--- config.mk ---
export PLATFORM = sky130hd
export DESIGN_NAME = dff_link_arbiter
export DESIGN_NICKNAME = d
export VERILOG_FILES = /design/src/rtl/dff_link_arbiter.sv
export SDC_FILE = /design/constraint.sdc
export NUM_CORES = 1
export LEC_CHECK = 0
export CELL_PAD_IN_SITES_DETAIL_PLACEMENT = 1
export CELL_PAD_IN_SITES_GLOBAL_PLACEMENT = 2
export CORE_MARGIN = 5
export CORE_UTILIZATION = 30
export CTS_BUF_LIST = sky130_fd_sc_hd__clkbuf_8 sky130_fd_sc_hd__clkbuf_16
export DETAILED_ROUTE_END_ITERATION = 16
export PLACE_DENSITY = 0.8
export SLEW_MARGIN = 20
export SYNTH_ARGS = -nofsm -noshare
export SYNTH_HDL_FRONTEND = slang
export SYNTH_SLANG_ARGS = --single-unit
--- constraint.sdc ---
create_clock -name CLK -period 3.3 [get_ports CLK]
set_input_delay 0.33 -clock CLK [delete_from_list [all_inputs] [get_ports CLK]]
set_output_delay 0.33 -clock CLK [all_outputs]
set_load 0.05 [all_outputs]
--- src/rtl/dff_link_arbiter.sv ---
// Round-robin arbiter sharing an external DEPTH-stage single-bit DFF chain between requesters A and B.
// Optional macro DFF_LINK_ARB_DRAIN_EN adds a DRAIN state that flushes the chain with zeros between owners.
module dff_link_arbiter #(
  parameter int DEPTH = 4,
  parameter int BURST = 8,
  parameter int CNT_W = 4
) (
  input  logic CLK,
  input  logic RST,
  input  logic req_a,
  input  logic data_a,
  input  logic req_b,
  input  logic data_b,
  output logic gnt_a,
  output logic gnt_b,
  output logic link_in,
  input  logic link_out,
  output logic out_data,
  output logic out_valid,
  output logic out_owner,
  output logic busy
);

  typedef enum logic [1:0] {
    IDLE  = 2'd0,
    SERVE = 2'd1,
    DRAIN = 2'd2
  } state_t;

  localparam logic [CNT_W-1:0] LAST_BEAT = CNT_W'(BURST - 1);
`ifdef DFF_LINK_ARB_DRAIN_EN
  localparam logic [CNT_W-1:0] LAST_DRAIN = CNT_W'(DEPTH - 1);
`endif

  state_t           state_reg, state_next;
  logic             owner_reg, owner_next;           // 0 = A, 1 = B
  logic             last_owner_reg, last_owner_next;
  logic [CNT_W-1:0] count_reg, count_next;           // beats in SERVE, flush cycles in DRAIN

  logic req_own;
  logic accept;
  logic burst_end;

  assign req_own   = owner_reg ? req_b : req_a;
  assign accept    = (state_reg == SERVE) & req_own;
  // The beat that brings the count to BURST is still accepted; a low req is not.
  assign burst_end = (state_reg == SERVE) & (~req_own | (count_reg == LAST_BEAT));

  always_ff @(posedge CLK) begin
    if (RST) begin
      state_reg      <= IDLE;
      owner_reg      <= 1'b0;
      last_owner_reg <= 1'b1;
      count_reg      <= '0;
    end else begin
      state_reg      <= state_next;
      owner_reg      <= owner_next;
      last_owner_reg <= last_owner_next;
      count_reg      <= count_next;
    end
  end

  always_comb begin
    state_next      = state_reg;
    owner_next      = owner_reg;
    last_owner_next = last_owner_reg;
    count_next      = count_reg;
    case (state_reg)
      IDLE: begin
        if (req_a | req_b) begin
          state_next = SERVE;
          owner_next = (req_a & req_b) ? ~last_owner_reg : req_b;
          count_next = '0;
        end
      end
      SERVE: begin
        if (burst_end) begin
          last_owner_next = owner_reg;
          count_next      = '0;
`ifdef DFF_LINK_ARB_DRAIN_EN
          state_next      = DRAIN;
`else
          state_next      = IDLE;
`endif
        end else if (accept) begin
          count_next = count_reg + CNT_W'(1);
        end
      end
`ifdef DFF_LINK_ARB_DRAIN_EN
      DRAIN: begin
        if (count_reg == LAST_DRAIN) begin
          state_next = IDLE;
          count_next = '0;
        end else begin
          count_next = count_reg + CNT_W'(1);
        end
      end
`endif
      default: begin
        state_next = IDLE;
        count_next = '0;
      end
    endcase
  end

  always_comb begin
    gnt_a   = 1'b0;
    gnt_b   = 1'b0;
    link_in = 1'b0;
    busy    = (state_reg != IDLE);
    if (state_reg == SERVE) begin
      gnt_a   = ~owner_reg;
      gnt_b   = owner_reg;
      link_in = owner_reg ? data_b : data_a;
    end
  end

  // Shadow pipeline tracks which chain stages hold accepted bits and whose they are.
  genvar gi;
  generate
    for (gi = 0; gi < DEPTH; gi++) begin : g_shadow
      logic valid_reg;
      logic own_reg;
      logic valid_in;
      logic own_in;
      if (gi == 0) begin : g_head
        assign valid_in = accept;
        assign own_in   = gnt_b;
      end else begin : g_tail
        assign valid_in = g_shadow[gi-1].valid_reg;
        assign own_in   = g_shadow[gi-1].own_reg;
      end
      always_ff @(posedge CLK) begin
        if (RST) begin
          valid_reg <= 1'b0;
          own_reg   <= 1'b0;
        end else begin
          valid_reg <= valid_in;
          own_reg   <= own_in;
        end
      end
    end
  endgenerate

  assign out_data  = link_out;
  assign out_valid = g_shadow[DEPTH-1].valid_reg;
  assign out_owner = g_shadow[DEPTH-1].own_reg;

endmodule

==> results of run 1 <==
cells in the mapped netlist, drive strengths merged (2+ instances only):
cell / instances / area [um2]
a21oi: 4 / 20.0
and3b: 2 / 17.5
clkbuf: 2 / 7.51
dfxtp: 15 / 300
mux2i: 2 / 20.0
nand2: 6 / 22.5
nand3b: 2 / 15.0
nand4: 2 / 12.5
nor2: 2 / 7.51
nor2b: 7 / 43.8
nor3: 2 / 15.0
metrics by stage:
| step | power (uW) | setup WS [ps] | utilization, % | instance area [um2] |
|---|---|---|---|---|
| floorplan | 231 | 1280 | - | 593 |
| global placement | 248 | 1220 | 37.6 | 722 |
| detailed placement | 248 | 1190 | 37.6 | 722 |
| CTS | 399 | 1110 | 40.0 | 768 |
| global route | 414 | 1050 | 40.0 | 768 |
| finish | 390 | 1140 | 40.0 | 768 |
worst reg2reg max path, cell delays in order, from the launching register on:
cell and delay, ps:
sky130_fd_sc_hd__dfxtp_1 460, sky130_fd_sc_hd__mux2_4 370, sky130_fd_sc_hd__a21boi_1 220, sky130_fd_sc_hd__mux2i_1 200
cells by family (layout without fill, tap and decap cells):
logic type	count (synthesis)	count (layout)	share of synthesized area, %
buffers and inverters	4	16	3.16
DFF	15	15	50.6
xor gates and xnor gates	1	1	1.48
muxes	3	3	5.91
adders and majority gates	1	1	2.11
and+or+nand+nor	28	28	28.3
AOI/OAI and AO/OA	8	8	8.44
worst paths after layout:
check	from	end
worst max register to register	owner_reg	last_owner_reg
worst max-delay path	state_reg[0]	link_in
worst min-delay path	g_shadow[2].own_reg	out_owner
worst min register to register	g_shadow[2].own_reg	out_owner
report_power, final:
part / internal, uW / switching, uW / total, uW
sequential: 187 / 7.39 / 194
clock: 83.6 / 63.4 / 147
combinational: 21.9 / 27.3 / 49.2
metal layers:
layer	GRT usage [%]	part of all wire (%)	vias to the layer above	wire (um)
met4	7.47	3.2	0	37
met3	5.99	6.6	5	76
li1	-	-	231	-
met1	10.4	45	219	519
met5	0	0	-	0
met2	17.3	45	10	524
cell usage in the layout (no fill, tap or decap), types with 2 or more instances in the layout:
master                             n
sky130_fd_sc_hd__mux2i_1           2
sky130_fd_sc_hd__nand2_1           6
sky130_fd_sc_hd__and3b_1           2
sky130_fd_sc_hd__dfxtp_1          15
sky130_fd_sc_hd__nor2_1            2
sky130_fd_sc_hd__a21oi_1           4
sky130_fd_sc_hd__nor2b_1           7
sky130_fd_sc_hd__clkbuf_8          3
sky130_fd_sc_hd__nand4_1           2
sky130_fd_sc_hd__clkdlybuf4s50_1  11
sky130_fd_sc_hd__nand3b_1          2
layout make-up:
type	instances	area share (%)
clock buffers	3	5.37
repair buffers	11	14.3
clock inverters	1	0.651
inverters	1	0.489
multi-input cells	41	35.7
well taps	27	4.40
flip-flops and latches	15	39.1
==> results.md, run 1 <==
* First drt pass iteration count at 1
* Max Fanout on Critical Path at 14
* RSZ-0062 raised after global routing: no
* Starting Density at 30.9%
* Number of top-level design ports at 14
* Net count, final at 81
* Height of the die at about 54 um
* Critical path endpoint category: output port
* H-Tree Depth at 1
* Master of the slowest instance on the critical path: sky130_fd_sc_hd__clkdlybuf4s50_1
* Clock Root Buffer: sky130_fd_sc_hd__clkbuf_8
* Post-synthesis cell count at 60
* Final slew viol count at 0
* Die Width at roughly 54 um
* Total DRC errors in the routed layout at 0
* CORE AREA at 0.00192 mm2
* Area growth, synth to finish at 29.5%
* Share of synthesized flip-flops with an asynchronous set or reset at 0%
* Number of cells on the critical path at 2
* Finish-stage setup viols at 0
* Worst slew pin tran at 533 ps
* Sum of buffers and inverters on the critical path at 1
* Startpoint Class: register
* Post-CTS clock slew at the launch and capture registers of the worst setup and hold paths at 60 ps
* Distinct cell type count of the synthesized netlist at 26
* Total length of routed wires at 1160 um
* Via density at between 4 and 5
* R2R depth at 3
* Fraction of final layout cells with drive strength greater than 1 at 9.72%
* Most used DFF post-synth: sky130_fd_sc_hd__dfxtp_1
* Final-layout fill cell count at 228
* Placed Instances at 95
* Leakage power summed over all cells at ~0.00029 uW
* Placed wire-length estimate after detailed placement at 799 um
* Worst path max stage delay at 810 ps
* Worst hold slack across all endpoints at 440 ps
* Routed len/inst at 11.7 um
* Antenna-violating nets left at 0
* Kind of cell adding the most delay to the critical path: buffers and inverters
* Max-slew headroom at between 60% and 70%
* Number of vias in the routed layout at 465
* Achievable clock frequency at 0.464 GHz
* Resize count post-CTS at 0
* Final non-filler cell total at 99
* Number of buffers added by the clock tree synthesis step at 3
* Clk_skew at approximately 0.72 ps
* Number of buffers between clock root and the deepest sink at 2
* Required time at the endpoint of the critical path at 2970 ps
* Fin crit period at ~2200 ps
* Iteration-0 DRC count of the detailed router at 0
* Total gr overflow at 0
* Die ar. at about 0.0030 mm2
* Critical path type: register to output port
* Outcome: finished clean
* Port Buf Inserts at 11
* Worst reg-to-reg setup slack at 1980 ps
* Total standard cell area after synthesis at 593 um2
* Number of antenna cells inserted at 0
* Vias in the first global route at 510
* Postcts setup bufs at 0
* Register area at 300 um2
* Worst hold path cell count at 1
* Power Dens Cells at 508 mW/mm2
* Peak supply drop at 0.273 mV
* Number of failing hold endpoints at the final stage at 0
* Post-cts hold buffer count at 0
* Number of antenna violations at the first check in global routing at 0
* Number of enable flip-flop cells after synthesis at 0
* Signal arrival time at the worst endpoint at 1830 ps
* Area occupied by multi-input gates at between 200 and 300 um2
* Maximum number of pins on one net before global-route repair at 17
* Count of standard-cell rows at 16
* Total clock sinks at 15
* Clk Latency, worst-skew pair at between 200 and 300 ps
* Max-cap violations at 0
* Setup TNS at 0 ps
* All-layer global routing usage at between 10% and 20%
* HP Class: register to register
* Cell chain of the critical path: nor2b_1, clkdlybuf4s50_1
* Syn avg cell area at approximately 9.9 um2
* CTS tree: done
* Global-route wire length before repair at about 2200 um
* Yosys Warn Count at 0
* Net count after synthesis at 68
* Routability cong. at 0.710
* Part of the Yosys area used for sequential elements at 50.6%
* Flip-flop and latch count after synthesis at 15
* Largest register FFs at 4
* Period utilization at between 60% and 70%
No activity file was read; power rests on OpenSTA's default activity.
==> run 2, diff against run 1 <==
--- a/config.mk
+++ b/config.mk
@@ -8,10 +8,10 @@
 export CELL_PAD_IN_SITES_DETAIL_PLACEMENT = 1
 export CELL_PAD_IN_SITES_GLOBAL_PLACEMENT = 2
 export CORE_MARGIN = 5
-export CORE_UTILIZATION = 30
+export CORE_UTILIZATION = 25
 export CTS_BUF_LIST = sky130_fd_sc_hd__clkbuf_8 sky130_fd_sc_hd__clkbuf_16
 export DETAILED_ROUTE_END_ITERATION = 16
-export PLACE_DENSITY = 0.8
+export PLACE_DENSITY = 0.72
 export SLEW_MARGIN = 20
 export SYNTH_ARGS = -nofsm -noshare
 export SYNTH_HDL_FRONTEND = slang
==> constraint.sdc (replaced) <==
create_clock -name CLK -period 1.9 [get_ports CLK]
set_input_delay 0.19 -clock CLK [delete_from_list [all_inputs] [get_ports CLK]]
set_output_delay 0.19 -clock CLK [all_outputs]
set_load 0.05 [all_outputs]
==> results.md, run 2 (synthesis gave the netlist of run 1 again) <==
* Outcome: finished clean
* Iteration-0 DRC count of the detailed router at 5
* Worst path max stage delay at 790 ps
* Final slew viol count at 0
* Max-slew headroom at 64.4%
* Post-cts hold buffer count at 0
* Final Cell Area at a little under 800 um2
* Kind of cell adding the most delay to the critical path: buffers and inverters
* Highest metal layer used by the detailed router: met4
* Clk_skew at about 4.3 ps
* Routability cong. at ~0.7
* Achievable clock frequency at 0.657 GHz
* Peak supply drop at 0.396 mV
* Period utilization at 80.1%
* Routed length on met3 at slightly below 70 um
* Critical path type: register to output port
* Number of failing hold endpoints at the final stage at 0
* Placed wire-length estimate after detailed placement at 854 um
* Number of antenna violations at the first check in global routing at 0
* Post-placement setup slack at 372 ps
* Routed len/inst at 11.7 um
* Area occupied by multi-input gates at 274 um2
* All-layer global routing usage at 7.60%
* Total DRC errors in the routed layout at 0
* Postcts setup bufs at 0
* Startpoint Class: register
* Number of buffers between clock root and the deepest sink at 2
* Finish-stage setup viols at 0
* Port Buf Inserts at 11
* Critical path endpoint category: output port
* Resize count post-CTS at 0
* Number of buffers added by the clock tree synthesis step at 3
* Max Fanout on Critical Path at 1
* Fin crit period at approximately 1500 ps
* Net count, final at a little over 80
* Global-route wire length before repair at 1930 um
* Number of top-level design ports at 14
* Leakage power summed over all cells at between 0.0003 and 0.0004 uW
* Area growth, synth to finish at 30.0%
* H-Tree Depth at 1
* Largest register FFs at 4
* Die ar. at between 0.003 and 0.004 mm2
* Final worst setup slack at 378 ps
* Clk Latency, worst-skew pair at 240 ps
* Final-layout fill cell count at 274
* HP Class: input pin to output port
* Master of the slowest instance on the critical path: sky130_fd_sc_hd__clkdlybuf4s50_1
* Post-CTS clock slew at the launch and capture registers of the worst setup and hold paths at approximately 50 ps
* Cell chain of the critical path: clkdlybuf4s50_1
* Number of vias in the routed layout at 454
* RSZ-0062 raised after global routing: no
* Max-cap violations at 0
* First drt pass iteration count at 2
* Power Dens Cells at between 800 and 900 mW/mm2
* Clock Root Buffer: sky130_fd_sc_hd__clkbuf_8
* Fraction of final layout cells with drive strength greater than 1 at 13.9%
* Register area at 300 um2
* Most common library cell in the layout ignoring fill and taps: sky130_fd_sc_hd__dfxtp_1
* Met2 wirelength from detailed routing at roughly 570 um
* CTS tree: done
* Height of the die at 58.7 um
* Worst hold slack across all endpoints at approximately 380 ps
* Count of standard-cell rows at 17
* Signal arrival time at the worst endpoint at 1330 ps
* CORE AREA at 0.00223 mm2
* Commonest cells after routing, fill and taps aside: sky130_fd_sc_hd__dfxtp_1, sky130_fd_sc_hd__nor2b_1, sky130_fd_sc_hd__clkdlybuf4s50_1, sky130_fd_sc_hd__nand2_1, sky130_fd_sc_hd__a21oi_1
* Total length of routed wires at between 1000 and 1500 um
* Setup TNS at 0 ps
* Via density at 4.54
* Number of antenna cells inserted at 0
* Met1 Routed Length at 519 um
* Cell area after placement at 726 um2
* Total gr overflow at 0
* Antenna-violating nets left at 0
* Total clock sinks at 15
* Vias in the first global route at 447
* Sum of buffers and inverters on the critical path at 1
* Die Width at 58.7 um
* Starting Density at 26.6%
* Required time at the endpoint of the critical path at 1710 ps
* Maximum number of pins on one net before global-route repair at 17
* Worst slew pin tran at about 530 ps
## run 2: changes by cell type in the layout (fill, tap and decap cells not counted)
cell	change
sky130_fd_sc_hd__clkinv_2	-1
sky130_fd_sc_hd__buf_4	+3
sky130_fd_sc_hd__inv_1	+1
sky130_fd_sc_hd__buf_12	+1
sky130_fd_sc_hd__clkdlybuf4s50_1	-4
## run 2: cell type report
cell class / count / area share, %
clock buffers: 3 / 5.36
inverters: 1 / 0.487
clock inverters: 1 / 0.487
multi-input cells: 41 / 35.6
flip-flops and latches: 15 / 39.0
repair buffers: 11 / 14.6
well taps: 28 / 4.55
## run 2: routing by layer
metal	vias up	track usage [%]
met1	212	8.20
met5	-	0
met2	11	12.4
met4	0	2.91
li1	229	-
met3	2	4.17
## run 2: worst paths after layout
check,start,endpoint,slack [ps],depth (start not counted)
setup / recovery,out_owner,out_owner,380,1
hold / removal,link_out,out_data,380,0
setup reg to reg,owner_reg,last_owner_reg,570,3
hold reg to reg,g_shadow[2].own_reg,out_owner,440,1
## run 2: through the flow
stage          total power (uW)  utilization, %  cells
2_1_floorplan               402               -     60
3_3_place_gp                432            32.5     96
3_5_place_dp                434            32.5     96
4_1_cts                     685            34.5    100
5_1_grt                     705            34.5    100
6_report                    668            34.5    100
## run 2: power breakdown
part	switching, uW	leakage [uW]	internal, uW
clock network	100	0.0000269	143
logic	48.5	0.000154	39.6
registers	12.2	0.000122	325
==> run 3, diff against run 2 <==
==> constraint.sdc (replaced) <==
create_clock -name CLK -period 1.3 [get_ports CLK]
set_input_delay 0.13 -clock CLK [delete_from_list [all_inputs] [get_ports CLK]]
set_output_delay 0.13 -clock CLK [all_outputs]
set_load 0.05 [all_outputs]
==> results.md, run 3 (synthesis gave the netlist of run 1 again) <==
* Outcome: finished clean
* Internal Pwr Total at 797 uW
* Total length of routed wires at 1270 um
* All-layer global routing usage at 8.74%
* Max Fanout on Critical Path at 4
* Die ar. at 0.00345 mm2
* Commonest cells after routing, fill and taps aside: sky130_fd_sc_hd__dfxtp_1, sky130_fd_sc_hd__buf_4, sky130_fd_sc_hd__nand2_1, sky130_fd_sc_hd__nor2b_1, sky130_fd_sc_hd__buf_12
* Max-cap violations at 0
* Core utilization of the finished layout at around two fifths
* R2R depth at 4
* Number of antenna violations at the first check in global routing at 0
* Port Buf Inserts at 11
* Worst hold path cell count at 0
* Worst reg-to-reg setup slack at 70 ps
* Worst slew pin tran at roughly 250 ps
* Clock Root Buffer: sky130_fd_sc_hd__clkbuf_8
* Total gr overflow at 0
* Net count, final at 90
* Number of buffers added by the clock tree synthesis step at 3
* Post-CTS clock slew at the launch and capture registers of the worst setup and hold paths at 60 ps
* Max-slew headroom at a little over four fifths
* Final-layout fill cell count at around 250
* Finish-stage setup viols at 0
* Number of buffers between clock root and the deepest sink at 2
* Part of the power in registers at between 40% and 50%
* RR Endpoint: last_owner_reg
* Fraction of final layout cells with drive strength greater than 1 at 38.3%
* Master of the slowest instance on the critical path: sky130_fd_sc_hd__dfxtp_2
* Clk Latency, worst-skew pair at 250 ps
* Period utilization at 98.9%
* Routed len/inst at approximately 12 um
* Via density at 4.59
* Number of top-level design ports at 14
* Endpoint with the worst hold slack: out_data
* Worst path max stage delay at 330 ps
* Count of standard-cell rows at 17
* Critical path type: register to output port
* Sw Share at between 20% and 30%
* CTS tree: done
* RSZ-0062 raised after global routing: yes
* Final slew viol count at 0
* Startpoint Class: register
* Height of the die at 58.7 um
* Switching component of the power at ~270 uW
* Power Dens Cells at 1140 mW/mm2
* Number of antenna cells inserted at 0
* Hold path startpoint: link_out
* Vias in the first global route at 521
* Cell area after placement at 847 um2
* Starting Density at 26.6%
* HP Class: input pin to output port
* Most common library cell in the layout ignoring fill and taps: sky130_fd_sc_hd__dfxtp_1
* Final Cell Area at ~940 um2
* Fraction of power consumed by the clock network at 35.7%
* Number of vias in the routed layout at 500
* Largest register FFs at 4
* Post-cts hold buffer count at 0
* Total DRC errors in the routed layout at 0
* Maximum number of pins on one net before global-route repair at 17
* Placed wire-length estimate after detailed placement at 905 um
* Number of failing hold endpoints at the final stage at 0
* Clk_skew at 4.24 ps
* Critical path endpoint category: output port
* Required time at the endpoint of the critical path at 1170 ps
* Total clock sinks at 15
* Die Width at 58.7 um
* Peak supply drop at 0.503 mV
* First drt pass iteration count at 4
* Cell chain of the critical path: buf_6, mux2i_4, nor2b_4, buf_12
* H-Tree Depth at 1
* Routability cong. at 0.686
* Iteration-0 DRC count of the detailed router at 5
* Reg2Reg Launch Point: owner_reg
* Combinational share of power at between 10% and 20%
* Total power consumption of the routed design at 1070 uW
* Achievable clock frequency at a little under 0.8 GHz
* Fin crit period at 1290 ps
* Global-route wire length before repair at 2290 um
* Signal arrival time at the worst endpoint at 1160 ps
* Antenna-violating nets left at 0
* Area growth, synth to finish at 57.8%
* CORE AREA at 0.00223 mm2
* Leakage power summed over all cells at 0.000368 uW
## run 3: cell count changes in the layout (fill, tap and decap cells not counted), moves of 2 or more
| cell | previous run | this run |
|---|---|---|
| sky130_fd_sc_hd__clkdlybuf4s50_1 | 7 | 5 |
| sky130_fd_sc_hd__dfxtp_2 | 0 | 3 |
| sky130_fd_sc_hd__dfxtp_1 | 15 | 12 |
| sky130_fd_sc_hd__buf_4 | 3 | 8 |
| sky130_fd_sc_hd__buf_12 | 1 | 6 |
## run 3: how the worst max path moves through the flow
stage | startpoint | endpoint | slack (ps) | depth (start not counted)
CTS | owner_reg | link_in | 20 | 4
detailed placement | req_a | last_owner_reg | -80 | 4
global placement | req_a | last_owner_reg | -30 | 4
floorplan | state_reg[0] | link_in | 40 | 2
finish | owner_reg | link_in | 10 | 4
global route | owner_reg | link_in | -20 | 4
## run 3: cell type report
| cell class | instances | area (um2) | share of cell area [%] |
|---|---|---|---|
| clock buffer | 3 | 41.3 | 4.41 |
| clock inverter | 1 | 7.51 | 0.802 |
| inverter | 1 | 3.75 | 0.401 |
| multi-input combinational | 41 | 303 | 32.4 |
| sequential | 15 | 304 | 32.5 |
| tap | 28 | 35.0 | 3.74 |
| timing repair buffer | 20 | 241 | 25.8 |
## run 3: power groups by stage
stage                     Sequential, uW  Combinational (uW)  Clock (uW)
after CTS                            490                 198         394
final                                491                 196         381
after global placement               501                 179           0
after global routing                 493                 210         412
after floorplan                      506                87.2           0
after detailed placement             501                 183           0
## run 3: critical path, delay by kind of cell (launching register included)
| kind | cells | cell delay [ps] |
|---|---|---|
| AND/OR/NAND/NOR | 1 | 130 |
| buffers and inverters | 2 | 260 |
| multiplexers | 1 | 180 |
| flip-flops | 1 | 330 |
## run 3: repair_timing
action                     4_1_cts  5_1_grt
pin swaps                        0        3
buffers inserted                 1        1
setup endpoints to repair        2        4
gates resized for setup          5        2
## run 3: metal layers
metal  up-vias  share of wire (%)  global-route usage, %
met2        11                 50                   15.0
li1        248                  -                      -
met4         0                1.5                   5.18
met3         2                5.5                   2.19
met1       239                 43                   9.69
met5         -                  0                      0
## run 3: through the flow
stage	hold WS, ps	setup TNS [ps]	setup slack (ps)	std cells
floorplan	202	0	44.2	60
global placement	261	-35.6	-25.4	103
detailed placement	261	-142	-79.2	103
CTS	261	0	15.0	108
global route	260	-24.4	-24.4	109
finish	260	0	14.0	109
